`src/rtl/demux4_stream.sv`:
```
// demux4_stream: registered 1-to-4 stream demultiplexer with valid/ready.
// Each input beat is steered by in_sel into a one-entry holding register
// on the selected lane; every lane drains independently under its own ready.
// Optional feature macro: DEMUX4_COUNT_EN adds 8-bit per-lane accept counters
// (lane_cnt0..lane_cnt3). Without it the counter ports and logic are absent.

module demux4_lane #(
  parameter int WIDTH = 4
) (
  input  logic             clk,
  input  logic             rst_n,
  input  logic             load,
  input  logic             rdy,
  input  logic [WIDTH-1:0] d,
`ifdef DEMUX4_COUNT_EN
  output logic [7:0]       cnt,
`endif
  output logic [WIDTH-1:0] q,
  output logic             vld
);

  // Holding register: a load wins over a drain, so a same-cycle
  // drain+load keeps the lane full with the new beat.
  always_ff @(posedge clk) begin
    if (!rst_n) begin
      q   <= '0;
      vld <= 1'b0;
    end else if (load) begin
      q   <= d;
      vld <= 1'b1;
    end else if (vld && rdy) begin
      vld <= 1'b0;
    end
  end

`ifdef DEMUX4_COUNT_EN
  // Accepted-beat counter; free-running 8-bit wrap, cleared only by reset.
  always_ff @(posedge clk) begin
    if (!rst_n)    cnt <= '0;
    else if (load) cnt <= cnt + 8'd1;
  end
`endif

endmodule

module demux4_stream #(
  parameter int WIDTH = 4
) (
  input  logic             clk,
  input  logic             rst_n,
  input  logic [WIDTH-1:0] in_data,
  input  logic [1:0]       in_sel,
  input  logic             in_valid,
  output logic             in_ready,
  output logic [WIDTH-1:0] out0,
  output logic [WIDTH-1:0] out1,
  output logic [WIDTH-1:0] out2,
  output logic [WIDTH-1:0] out3,
  output logic [3:0]       out_valid,
`ifdef DEMUX4_COUNT_EN
  output logic [7:0]       lane_cnt0,
  output logic [7:0]       lane_cnt1,
  output logic [7:0]       lane_cnt2,
  output logic [7:0]       lane_cnt3,
`endif
  input  logic [3:0]       out_ready
);

  localparam int NUM_LANES = 4;

  logic                              accept;
  logic [NUM_LANES-1:0]              load;
  logic [NUM_LANES-1:0][WIDTH-1:0]   lane_q;
`ifdef DEMUX4_COUNT_EN
  logic [NUM_LANES-1:0][7:0]         lane_cnt;
`endif

  // Ready depends only on the targeted lane, never on in_valid, and is
  // forced low through the whole reset cycle.
  assign in_ready = rst_n && (!out_valid[in_sel] || out_ready[in_sel]);
  assign accept   = in_valid && in_ready;
  assign load     = {NUM_LANES{accept}} & (4'b0001 << in_sel);

  for (genvar g = 0; g < NUM_LANES; g++) begin : g_lane
    demux4_lane #(.WIDTH(WIDTH)) u_lane (
      .clk   (clk),
      .rst_n (rst_n),
      .load  (load[g]),
      .rdy   (out_ready[g]),
      .d     (in_data),
`ifdef DEMUX4_COUNT_EN
      .cnt   (lane_cnt[g]),
`endif
      .q     (lane_q[g]),
      .vld   (out_valid[g])
    );
  end

  assign out0 = lane_q[0];
  assign out1 = lane_q[1];
  assign out2 = lane_q[2];
  assign out3 = lane_q[3];

`ifdef DEMUX4_COUNT_EN
  assign lane_cnt0 = lane_cnt[0];
  assign lane_cnt1 = lane_cnt[1];
  assign lane_cnt2 = lane_cnt[2];
  assign lane_cnt3 = lane_cnt[3];
`endif

endmodule

```
`config.mk`:
```
export PLATFORM = sky130hd
export DESIGN_NAME = demux4_stream
export DESIGN_NICKNAME = d
export VERILOG_FILES = /design/src/rtl/demux4_stream.sv
export SDC_FILE = /design/constraint.sdc
export NUM_CORES = 1
export LEC_CHECK = 0
export BUFFER_PORTS_ARGS = -buffer_cell sky130_fd_sc_hd__buf_2
export CORE_UTILIZATION = 46
export DETAILED_ROUTE_END_ITERATION = 10
export PLACE_DENSITY = 0.88
export SYNTH_ARGS = -nofsm -noshare
export SYNTH_HDL_FRONTEND = slang
export SYNTH_SLANG_ARGS = --single-unit
```
`constraint.sdc`:
```
create_clock -name clk -period 2.8 [get_ports clk]
set_clock_uncertainty 0.1 [all_clocks]
set_input_delay 0.84 -clock clk [delete_from_list [all_inputs] [get_ports clk]]
set_output_delay 0.84 -clock clk [all_outputs]
set_load 0.02 [all_outputs]
```
==> results.md <==
- Ranking of synthesized cells by area: dfxtp_1, mux2i_1, nand2_1
- First-pass GRT wire length: 2480 um
- Synth-to-layout area growth: 27.4%
- Syn. warnings: 0
- Initial antenna violation count: 0
- Clk slew on worst S/H paths: 0.11 ns
- Kind of start point of the critical path: primary input
- Number of synthesized register bits: 20
- Max-slew violation count: 0
- Final WS setup: 0.0265 ns
- Fmax: 361 MHz
- Synth top area share: 0.474
- Row count: 15
- Crit share post-route: 0.991
- Yosys cell types: 16
- Net count after synthesis: 95
- Top fanout value on the critical path: 2
- I/O Buffers: 33
- Syn avg cell area: 10.3 sq um
- Post-Place Cells: 134
- GRT overflow: 0
- Final Hold Viols: 0
- Final ANT Viol Nets: 0
- Sequential share of the synthesized area: 0.474
- Slew @ Worst Pin: 0.369 ns
- CTS root buf: clkbuf_4
- Largest net degree at the start of global routing: 27
- Post-Route WL: 1670 um
- Leading area contributor after synthesis: dfxtp_1
- # hold bufs at CTS: 0
- Vias per cell: 4.99
- Die Ht: 44.9 um
- Filler cells: 166
- Max_slew headroom: 0.754
- Via count: 689
- Static Leak: 0.533 nW
- Worst skew pair latency: 0.31 ns
- Fin crit period: 2.77 ns
- Post-Syn Area: 845 sq um
- Buf/Inv on CP: 2
- DP HPWL: 1250 um
- RSZ-0062 raised after global routing: no
- WP data required: 1.86 ns
- Initial core utilization: 0.489
- Wire length per cell: 12.1 um
- Cells after Synth: 82
- Layout cells sized above 1: 0.389
- GPL Wtd Cong: 0.731
- Maximum level of the CTS H-tree: 1
- Initial DRC Count: 10
- I/O Pins: 34
- Final setup violation count: 0
- CTS Buf Count: 3
- Nets: 127
- Vias in the first global route: 594
- Sink Count: 20
- Die X: 44.9 um
- Slowest CP cell: mux4_2
- CTS tree: built
- Ant diodes: 0
- Max cap viols: 0
- Core area: 0.00173 sq mm
- WP data arrival: 1.83 ns
- CP max stage delay: 0.44 ns
- Sum of negative setup slack: 0 ns
- Pre-antenna DRT Iters: 4
- CP endpoint kind: output port
- Pwr dens: 546 mW/mm^2
- Pre-CTS WS: 0.00280 ns
- Delay-heaviest family, CP: multiplexers
- Die ar.: 0.00201 sq mm
- Total GRT Usage: 0.173
- Residual DRC count: 0
- Crit path cell chain: buf_2, nand2b_1, mux4_2, and2_1, buf_4
- Min-delay worst type: flip-flop to flip-flop
- Cell Count, Final, Fillers Out: 138
- Status: finished, final reports clean
- Max Buffers Root-to-Sink: 2
- Worst setup path category: primary input to output port
- Worst ir drop on vdd: 0.384 mV
==> per-layer routing <==
metal	up-vias	routed length [um]	global-route usage
met5	-	0	0
met4	0	14	0.0909
met3	2	90	0.0240
met2	22	870	0.303
met1	332	694	0.204
li1	333	-	-
==> synth_stat cells (all sizes together) <==
| library cell | count |
|---|---|
| o21a | 2 |
| clkbuf | 2 |
| nand2 | 20 |
| and2 | 1 |
| nor3b | 2 |
| dfxtp | 20 |
| nand2b | 4 |
| and3b | 1 |
| nor2b | 2 |
| a21boi | 2 |
| mux4 | 1 |
| mux2i | 16 |
| nand3 | 2 |
| buf | 6 |
| and3 | 1 |
==> state kept, by name (all words and copies together), names as in the netlist <==
register and flops:
g_lane.u_lane.q 16, g_lane.u_lane.vld 4
==> metrics by stage <==
step	cell area, sq um	power, mW	hold slack [ns]	utilization
detailed placement	1010	0.355	0.346	0.583
finish	1080	0.588	0.366	0.623
global placement	1010	0.353	0.342	0.583
CTS	1060	0.588	0.370	0.613
floorplan	845	0.337	0.397	-
global route	1080	0.606	0.394	0.623
==> power by group <==
group	total, mW	switching (mW)	internal [mW]
logic	0.0565	0.0318	0.0247
registers	0.294	0.00348	0.291
clock network	0.237	0.0920	0.145
total	0.588	0.127	0.460
==> worst min-delay path: stages (launching register included) <==
cell and delay (ns):
dfxtp_1 0.33, nand2_1 0.05, mux2i_1 0.05
==> cell families after synthesis <==
family	after synthesis	share of synthesized area
flip-flops	20	0.474
buffers and inverters	8	0.0593
multiplexers	17	0.216
AND/OR/NAND/NOR	33	0.215
AO/OA/AOI/OAI	4	0.0355
==> layout make-up <==
class                           instances  area [sq um]  area share
Sequential cell                        20           400       0.372
Multi-Input combinational cell         54           409       0.380
Timing Repair Buffer                   35           183       0.170
Clock buffer                            3          22.5      0.0209
Clock inverter                          1          30.0      0.0279
Tap cell                               25          31.3      0.0291
==> path summary, 6_finish.rpt <==
check / start / end / slack (ns) / depth (start not counted)
hold reg to reg: g_lane[2].u_lane.q[0] / g_lane[2].u_lane.q[0] / 0.37 / 2
hold / removal: g_lane[2].u_lane.q[0] / g_lane[2].u_lane.q[0] / 0.37 / 2
setup / recovery: out_ready[2] / in_ready / 0.03 / 5
setup reg to reg: g_lane[2].u_lane.vld / g_lane[2].u_lane.q[1] / 1.55 / 3
==> repair_timing <==
| action | CTS | global route |
|---|---|---|
| buffers inserted | 0 | 0 |
| setup endpoints to repair | 0 | 1 |
| gates resized for setup | 0 | 3 |
==> cell usage in the layout (no fill, tap or decap) <==
cell type	n
buf_2	32
nand2_1	20
dfxtp_1	20
mux2i_1	16
clkbuf_4	3
buf_4	3
nand2b_1	2
nand2b_4	2
nand3_1	2
a21boi_0	2
nor2b_1	2
nor3b_4	2
o21a_1	2
mux4_2	1
and2_1	1
and3b_1	1
and3_1	1
bufinv_16	1
Power figures use the tool's default switching activity.
